--- src/rtl/hvsync_receiver_if.sv ---
// Sync inputs and recovered-timing outputs of hvsync_receiver, bundled for port use.
// master = timing source/consumer side, slave = the receiver itself.
interface hvsync_receiver_if;
    logic       hsync;
    logic       vsync;
    logic [9:0] hpos;
    logic [9:0] vpos;
    logic       display_on;
    logic       locked;
    logic       sync_err;
    logic [9:0] line_len;

    modport master (
        output hsync,
        output vsync,
        input  hpos,
        input  vpos,
        input  display_on,
        input  locked,
        input  sync_err,
        input  line_len
    );

    modport slave (
        input  hsync,
        input  vsync,
        output hpos,
        output vpos,
        output display_on,
        output locked,
        output sync_err,
        output line_len
    );
endinterface

--- src/rtl/hvsync_receiver.sv ---
// Recovers hpos/vpos from asynchronous hsync/vsync, measures line length and
// declares lock once a whole frame with the expected geometry has been seen.
module hvsync_receiver #(
    parameter int H_MAX      = 799,
    parameter int V_MAX      = 524,
    parameter int H_DISPLAY  = 640,
    parameter int V_DISPLAY  = 480,
    parameter int H_EDGE_POS = 660,
    parameter int V_EDGE_POS = 509
) (
    input  logic             clk,
    input  logic             reset,
    hvsync_receiver_if.slave sync_if
);

    typedef enum logic [1:0] {
        SEARCH = 2'd0,
        CHECK  = 2'd1,
        LOCKED = 2'd2
    } state_t;

    localparam logic [9:0] H_MAX_C     = 10'(H_MAX);
    localparam logic [9:0] V_MAX_C     = 10'(V_MAX);
    localparam logic [9:0] H_DISP_C    = 10'(H_DISPLAY);
    localparam logic [9:0] V_DISP_C    = 10'(V_DISPLAY);
    localparam logic [9:0] H_EDGE_C    = 10'(H_EDGE_POS);
    localparam logic [9:0] V_EDGE_C    = 10'(V_EDGE_POS);
    localparam logic [9:0] LINE_CLKS   = 10'(H_MAX + 1);
    localparam logic [9:0] FRAME_LINES = 10'(V_MAX + 1);
    localparam logic [9:0] CNT_SAT     = 10'd1023;

    logic [2:0] hs_q, hs_d;
    logic [2:0] vs_q, vs_d;
    logic [9:0] hpos_q, hpos_d;
    logic [9:0] vpos_q, vpos_d;
    logic [9:0] hcnt_q, hcnt_d;
    logic [9:0] lcnt_q, lcnt_d;
    logic [9:0] line_len_q, line_len_d;
    logic       seen_q, seen_d;
    logic       bad_q, bad_d;
    logic       locked_q, locked_d;
    logic       sync_err_q, sync_err_d;
    state_t     state_q, state_d;

    logic       h_edge;
    logic       v_edge;
    logic       h_wrap;
    logic       timeout;
    logic       line_load;
    logic       bad_line;
    logic       frame_good;
    logic [9:0] meas_len;

    // [0],[1] synchronize, [2] is the history flop used for edge detection
    always_comb begin
        hs_d   = {hs_q[1:0], sync_if.hsync};
        vs_d   = {vs_q[1:0], sync_if.vsync};
        h_edge = hs_q[1] & ~hs_q[2];
        v_edge = vs_q[1] & ~vs_q[2];
    end

    always_comb begin
        h_wrap = !h_edge && (hpos_q == H_MAX_C);

        hpos_d = hpos_q + 10'd1;
        if (h_edge) begin
            hpos_d = H_EDGE_C;
        end else if (hpos_q == H_MAX_C) begin
            hpos_d = '0;
        end

        vpos_d = vpos_q;
        if (v_edge) begin
            vpos_d = V_EDGE_C;
        end else if (h_wrap) begin
            vpos_d = (vpos_q == V_MAX_C) ? '0 : vpos_q + 10'd1;
        end
    end

    // An edge coinciding with a timeout is the first edge after the gap and
    // therefore starts a fresh measurement instead of producing one.
    always_comb begin
        timeout    = (hcnt_q == CNT_SAT);
        meas_len   = timeout ? CNT_SAT : hcnt_q + 10'd1;
        line_load  = h_edge && seen_q && !timeout;
        bad_line   = line_load && (meas_len != LINE_CLKS);
        frame_good = (lcnt_q == FRAME_LINES);

        hcnt_d = h_edge ? '0 : (timeout ? hcnt_q : hcnt_q + 10'd1);

        seen_d = seen_q;
        if (h_edge) begin
            seen_d = 1'b1;
        end else if (timeout) begin
            seen_d = 1'b0;
        end

        line_len_d = line_load ? meas_len : line_len_q;

        lcnt_d = lcnt_q;
        if (v_edge) begin
            lcnt_d = '0;
        end else if (h_edge && (lcnt_q != CNT_SAT)) begin
            lcnt_d = lcnt_q + 10'd1;
        end
    end

    always_comb begin
        state_d    = state_q;
        bad_d      = bad_q;
        sync_err_d = 1'b0;

        case (state_q)
            SEARCH: begin
                if (v_edge) begin
                    state_d = CHECK;
                    bad_d   = 1'b0;
                end
            end
            CHECK: begin
                if (bad_line) begin
                    bad_d = 1'b1;
                end
                if (timeout) begin
                    state_d = SEARCH;
                end else if (v_edge) begin
                    if (frame_good && !bad_q && !bad_line) begin
                        state_d = LOCKED;
                    end
                    bad_d = 1'b0;
                end
            end
            LOCKED: begin
                if (bad_line || timeout || (v_edge && !frame_good)) begin
                    state_d    = SEARCH;
                    sync_err_d = 1'b1;
                end
            end
            default: begin
                state_d = SEARCH;
            end
        endcase

        locked_d = (state_d == LOCKED);
    end

    always_ff @(posedge clk or negedge reset) begin
        if (!reset) begin
            hs_q       <= '0;
            vs_q       <= '0;
            hpos_q     <= '0;
            vpos_q     <= '0;
            hcnt_q     <= '0;
            lcnt_q     <= '0;
            line_len_q <= '0;
            seen_q     <= 1'b0;
            bad_q      <= 1'b0;
            locked_q   <= 1'b0;
            sync_err_q <= 1'b0;
            state_q    <= SEARCH;
        end else begin
            hs_q       <= hs_d;
            vs_q       <= vs_d;
            hpos_q     <= hpos_d;
            vpos_q     <= vpos_d;
            hcnt_q     <= hcnt_d;
            lcnt_q     <= lcnt_d;
            line_len_q <= line_len_d;
            seen_q     <= seen_d;
            bad_q      <= bad_d;
            locked_q   <= locked_d;
            sync_err_q <= sync_err_d;
            state_q    <= state_d;
        end
    end

    assign sync_if.hpos       = hpos_q;
    assign sync_if.vpos       = vpos_q;
    assign sync_if.line_len   = line_len_q;
    assign sync_if.locked     = locked_q;
    assign sync_if.sync_err   = sync_err_q;
    assign sync_if.display_on = locked_q && (hpos_q < H_DISP_C) && (vpos_q < V_DISP_C);

endmodule
--- src/flat_wrapper.sv ---
// flat-port wrapper written by rule: the top's interface ports become plain ports
module hvsync_receiver_flat 
#(
    parameter int H_MAX      = 799,
    parameter int V_MAX      = 524,
    parameter int H_DISPLAY  = 640,
    parameter int V_DISPLAY  = 480,
    parameter int H_EDGE_POS = 660,
    parameter int V_EDGE_POS = 509
)
  (clk, reset, sync_if_hsync, sync_if_vsync, sync_if_hpos, sync_if_vpos, sync_if_display_on, sync_if_locked, sync_if_sync_err, sync_if_line_len);
  hvsync_receiver_if sync_if_i ();
  input  logic clk;
  input  logic reset;
  input wire logic [$bits(sync_if_i.hsync)-1:0] sync_if_hsync;
  input wire logic [$bits(sync_if_i.vsync)-1:0] sync_if_vsync;
  output wire logic [$bits(sync_if_i.hpos)-1:0] sync_if_hpos;
  output wire logic [$bits(sync_if_i.vpos)-1:0] sync_if_vpos;
  output wire logic [$bits(sync_if_i.display_on)-1:0] sync_if_display_on;
  output wire logic [$bits(sync_if_i.locked)-1:0] sync_if_locked;
  output wire logic [$bits(sync_if_i.sync_err)-1:0] sync_if_sync_err;
  output wire logic [$bits(sync_if_i.line_len)-1:0] sync_if_line_len;
  assign sync_if_i.hsync = sync_if_hsync;
  assign sync_if_i.vsync = sync_if_vsync;
  assign sync_if_hpos = sync_if_i.hpos;
  assign sync_if_vpos = sync_if_i.vpos;
  assign sync_if_display_on = sync_if_i.display_on;
  assign sync_if_locked = sync_if_i.locked;
  assign sync_if_sync_err = sync_if_i.sync_err;
  assign sync_if_line_len = sync_if_i.line_len;
  hvsync_receiver #(.H_MAX(H_MAX), .V_MAX(V_MAX), .H_DISPLAY(H_DISPLAY), .V_DISPLAY(V_DISPLAY), .H_EDGE_POS(H_EDGE_POS), .V_EDGE_POS(V_EDGE_POS)) u_core (.clk(clk), .reset(reset), .sync_if(sync_if_i));
endmodule
--- config.mk ---
export PLATFORM = sky130hd
export DESIGN_NAME = hvsync_receiver_flat
export DESIGN_NICKNAME = d
export VERILOG_FILES = /design/src/rtl/hvsync_receiver_if.sv /design/src/rtl/hvsync_receiver.sv /design/src/flat_wrapper.sv
export SDC_FILE = /design/constraint.sdc
export NUM_CORES = 1
export LEC_CHECK = 0
export BUFFER_PORTS_ARGS = -buffer_cell sky130_fd_sc_hd__buf_2
export CORE_UTILIZATION = 40
export DETAILED_ROUTE_END_ITERATION = 8
export PLACE_DENSITY = 0.6
export SYNTH_ARGS = -nofsm -noshare
export SYNTH_HDL_FRONTEND = slang
export SYNTH_SLANG_ARGS = --single-unit
export TNS_END_PERCENT = 100
--- constraint.sdc ---
create_clock -name clk -period 2.72 [get_ports clk]
set_clock_uncertainty 0.1 [all_clocks]
set_input_delay 0.408 -clock clk [delete_from_list [all_inputs] [get_ports clk]]
set_output_delay 0.408 -clock clk [all_outputs]
set_load 0.05 [all_outputs]
Yosys cells after proc, flatten, opt, wreduce, memory -nomap -nowiden

Index checks and enable logic that the tools add are counted.

Register bits after elaboration: 62
Input port bits: 4
Logic and storage cells: 81

$add $sub $neg: 4
$lt $le $gt $ge: 2
Equal/unequal tests: 11
Mux-type cells: 25
Bitwise logic cells: 4
Reduce and logical (&&, ||, !) cells: 23

Operators with widths:

| operator                                                               | count |
|---|---|
| 10-bit 2-to-1 mux                                                      | 10 |
| 10-bit by 1-bit adder with 10-bit output (second input constant)       | 4 |
| 10-bit equality test (second input constant)                           | 4 |
| 10-bit != test (second input constant)                                 | 2 |
| 1-bit logical AND                                                      | 10 |
| 10-bit < comparator (second input constant)                            | 1 |
| 10-bit by 9-bit < comparator with 1-bit output (second input constant) | 1 |
| 2-bit 2-to-1 mux                                                       | 5 |
| 1-bit 2-to-1 mux                                                       | 8 |
| 2-bit nonzero test                                                     | 4 |
| 2-bit case mux with 3 select lines                                     | 1 |
| 1-bit logical NOT                                                      | 5 |
| 2-bit equality test (second input constant)                            | 2 |
| 2-bit by 1-bit != test with 1-bit output (second input constant)       | 2 |
| 1-bit bitwise AND                                                      | 2 |
| 2-bit by 1-bit equality test with 1-bit output (second input constant) | 1 |
| 2-bit logical NOT                                                      | 1 |
| 1-bit logical OR                                                       | 2 |
| 1-bit NOT                                                              | 2 |
| 1-bit case mux with 2 select lines                                     | 1 |
| 2-bit AND reduction                                                    | 1 |

Depth between registers and ports, before layout

Depth after elaboration: 12
Depth in mapped cells: 7
Mapped depth without buffers: 7

Worst setup path before layout

Ideal clock, no wire load.

Path kind: reg2reg
From: reg u_core.hpos_q[0] (netlist: u_core.sync_if.hpos[0])
To: reg u_core.vpos_q[9] (netlist: u_core.sync_if.vpos[9])
Library setup time: 0.078 ns
Arrival: 2.085 ns
Required time: 2.542 ns
Setup slack: 0.457 ns
Stages on the path, launching flop included: 8
Buffers on the path: 1
Period minus slack after synthesis: 2.263 ns
Cells stage by stage: dfrtp_1 ha_1 and4_4 and4b_1 buf_6 nand2b_4 or4_1 a21oi_1

Longest elaborated chain between the ends: 3

Ends and longest elaborated chain:

| element                             | RTL line               | text |
|---|---|---|
| from (decl)                         | hvsync_receiver.sv:34  | `logic [9:0] hpos_q, hpos_d;` |
| from (signal assigned)              | hvsync_receiver.sv:164 | `hpos_q <= hpos_d;` |
| 10-bit equality test                | hvsync_receiver.sv:63  | `h_wrap = !h_edge && (hpos_q == H_MAX_C);` |
| 1-bit logical AND                   | hvsync_receiver.sv:63  |  |
| 2-bit nonzero test (no source line) | -                      |  |
| to (signal assigned)                | hvsync_receiver.sv:165 | `vpos_q <= vpos_d;` |
| to (decl)                           | hvsync_receiver.sv:35  | `logic [9:0] vpos_q, vpos_d;` |

Every way passes these cells.
A chain may end at the register's enable or synchronous reset.

Worst setup path after layout

Same ends and word-level chain as after synthesis.

==> results by group <==
Status
  – Status: completed

Clocking
  – Total clock sinks: 62
  – Setup bufs post-CTS: 0
  – Maximum root-to-sink buffer count: 2
  – # H-tree levels: 3
  – Clk_lat worst skew: 330 ps
  – Clock slew at reported path FFs: 70 ps
  – CTS tree: done
  – TritonCTS Buffers: 9
  – CTS root buf: clkbuf_8

Detailed routing
  – Drt wl/cell: 13.7 um
  – ANT nets after route: 0
  – Vias per cell: 5.36
  – DR iter-0 viols: 97
  – Total Wirelength: 6130 um
  – # DRC: 0
  – Routed vias: 2395
  – Pre-Repair DR Iteration Count: 4

Global routing
  – Antenna violations before repair: 0
  – Largest net degree at the start of global routing: 36
  – Total gr overflow: 0
  – Vias in the first global route: 2179
  – Tot GR Track Use: 0.172
  – Global-route wire length before repair: 10300 um

Finish
  – Fin cells: 447
  – Most common cell after layout, fill and taps aside: dfrtp_1
  – Post-Layout Inst Area: 3510 um2
  – Nets: 355
  – Final core occ: 0.482
  – Number of antenna diodes: 0
  – Most frequent cells in the layout: dfrtp_1 (62), nand2_1 (40), buf_2 (36)
  – Layout cells sized above 1: 0.178
  – Fillers: 703
  – Synth-to-layout area growth: 16.2%

Synthesis
  – Post-synth EDFFs: 0
  – Top post-synthesis cells by area: dfrtp_1 (51%), nand2_1 (5.0%), xor2_1 (4.1%)
  – Post-Syn Area: 3030 um2
  – Cell taking the most area after synthesis: dfrtp_1
  – Netlist cell types: 53
  – Syn_area_per_cell: 10.0 um2
  – Async set or reset register ratio after synthesis: 1.00
  – Sequential share of the synthesized area: 0.513
  – Ys flop type: dfrtp_1
  – Synth warn: 0
  – #FFs+latches synth: 62
  – Post-synth top area share: 0.513
  – Syn nets: 312
  – Synth Instances: 302

Timing
  – Hold_ws: 78.3 ps
  – RSZ-0062 raised after global routing: false
  – Worst Setup Slack, final: 602 ps
  – Worst Tran Pin Value: 521 ps
  – Setup TNS: 0 ps
  – Fmax achieved: 472 MHz
  – Fin crit period: 2120 ps
  – Setup violations, final: 0
  – Final Max Slew Viols: 0
  – Fin. Hold Viols: 0
  – Worst slew margin: 0.648
  – Crit share post-route: 0.779

Die
  – Site Rows: 31
  – Starting Density: 0.415
  – Core box area: 7290 um2
  – Die Width: 89.0 um
  – Die ar.: 7920 um2
  – Die Y: 89.0 um
  – I/O Pins: 37

Setup path
  – Top delay family on crit path: simple AND/OR/NAND/NOR gates
  – Critical path's largest stage delay: 400 ps
  – Worst setup SP type: flop
  – Setup Crit Path Kind: reg2reg
  – Cell chain of the critical path: ha_1, and4_4, and4b_1, nand2b_4, or4_1, a21oi_1
  – CP arrival: 2270 ps
  – CP Max Fanout: 8
  – Worst EP required: 2870 ps
  – Critical path capture point type: flop
  – Crit path buf inv count: 0
  – Max stage delay cell, worst path: dfrtp_1

Placed design
  – Post-DP HPWL: 4290 um
  – RePlAce Congestion: 0.822
  – Cell area after placement: 3320 um2
  – PortBufs: 36
  – Pre-CTS setup slack: 625 ps
  – Placed Cells: 432

Flow run
  – Max-Cap Viols: 0

Power
  – Overall power: 2.39 mW
  – Pwr per Cell Area: 681 nW/um2
  – Leak: 1.57 nW
  – Maximum VDD drop: 0.264 mV

Worst hold path
  – Hold Crit Class: in2reg
[cell families after synthesis]
kind of cell | synth area share
muxes | 0.00703
xor gates and xnor gates | 0.0724
buffers and inverters | 0.0294
AOI/OAI and AO/OA | 0.130
adders and majority gates | 0.0248
and+or+nand+nor | 0.223
DFF | 0.513
[worst paths after layout]
path	start	slack, ps	to	depth (start not counted)
setup / recovery	u_core.sync_if.hpos[0]$_DFF_PN0_	600	u_core.sync_if.vpos[9]$_DFFE_PN0P_	6
hold reg to reg	u_core.vs_q[0]$_DFF_PN0_	250	u_core.vs_q[1]$_DFF_PN0_	0
hold / removal	sync_if_hsync	80	u_core.hs_q[0]$_DFF_PN0_	1
min in group asynchronous	reset	510	u_core.sync_if.vpos[1]$_DFFE_PN0P_	3
setup reg to reg	u_core.sync_if.hpos[0]$_DFF_PN0_	600	u_core.sync_if.vpos[9]$_DFFE_PN0P_	6
max in group asynchronous	reset	1650	u_core.hcnt_q[9]$_DFFE_PN0P_	3
[area by class of cell]
type	count	area [um2]	area share
sequential	62	1550	0.441
multi-input combinational	221	1390	0.394
timing repair buffer	43	235	0.0669
clock buffer	13	159	0.0452
tap	99	124	0.0352
clock inverter	1	30.0	0.00854
inverter	8	30.0	0.00854
[what timing repair did]
item / 4_1_cts / 5_1_grt
gates resized for setup: 0 / 0
hold buffers: 1 / 0
hold endpoints to repair: 22 / 0
[worst reg2reg max path, delay by kind of cell (launching register included)]
family | cells | cell delay, ps
flops | 1 | 400
fa+ha+maj | 1 | 230
simple gates | 4 | 1160
compound gates | 1 | 150
[sequential cells by signal, indices dropped and copies added (netlist names)]
| register | cells |
|---|---|
| u_core.sync_if.hpos | 10 |
| u_core.seen_q | 1 |
| u_core.sync_if.vpos | 10 |
| u_core.sync_if.locked | 1 |
| u_core.sync_if.line_len | 10 |
| u_core.hs_q | 3 |
| u_core.hcnt_q | 10 |
| u_core.vs_q | 3 |
| u_core.sync_if.sync_err | 1 |
| u_core.lcnt_q | 10 |
| u_core.bad_q | 1 |
| u_core.state_q | 2 |
[cell usage after synthesis, types with 2 or more instances]
master	instances
nor3_1	4
ha_1	6
xnor2_1	11
a211oi_1	2
nand2_1	40
nand3_1	17
nor2_1	25
buf_6	2
o311ai_0	6
a21oi_1	11
dfrtp_1	62
nand2b_1	2
and2_1	2
nor4_1	3
and4b_1	2
or2_2	2
xor2_1	14
nand2b_4	2
o41ai_1	3
a31oi_1	4
nor2b_1	3
o211a_1	2
inv_1	8
and3_1	5
and4_1	3
nand4_1	7
buf_2	2
clkbuf_1	7
o21ai_0	21
[report_power, final]
| part | switching [mW] | internal, mW | leakage (nW) |
|---|---|---|---|
| clock network | 0.329 | 0.464 | 0.0956 |
| logic | 0.341 | 0.146 | 0.712 |
| registers | 0.101 | 1.01 | 0.761 |
[metal layers]
layer / global-route usage / wire [um]
met3: 0.0406 / 229
met5: 0 / 0
met2: 0.246 / 2700
met1: 0.241 / 3070
met4: 0.0924 / 133
Power figures use the tool's default switching activity.
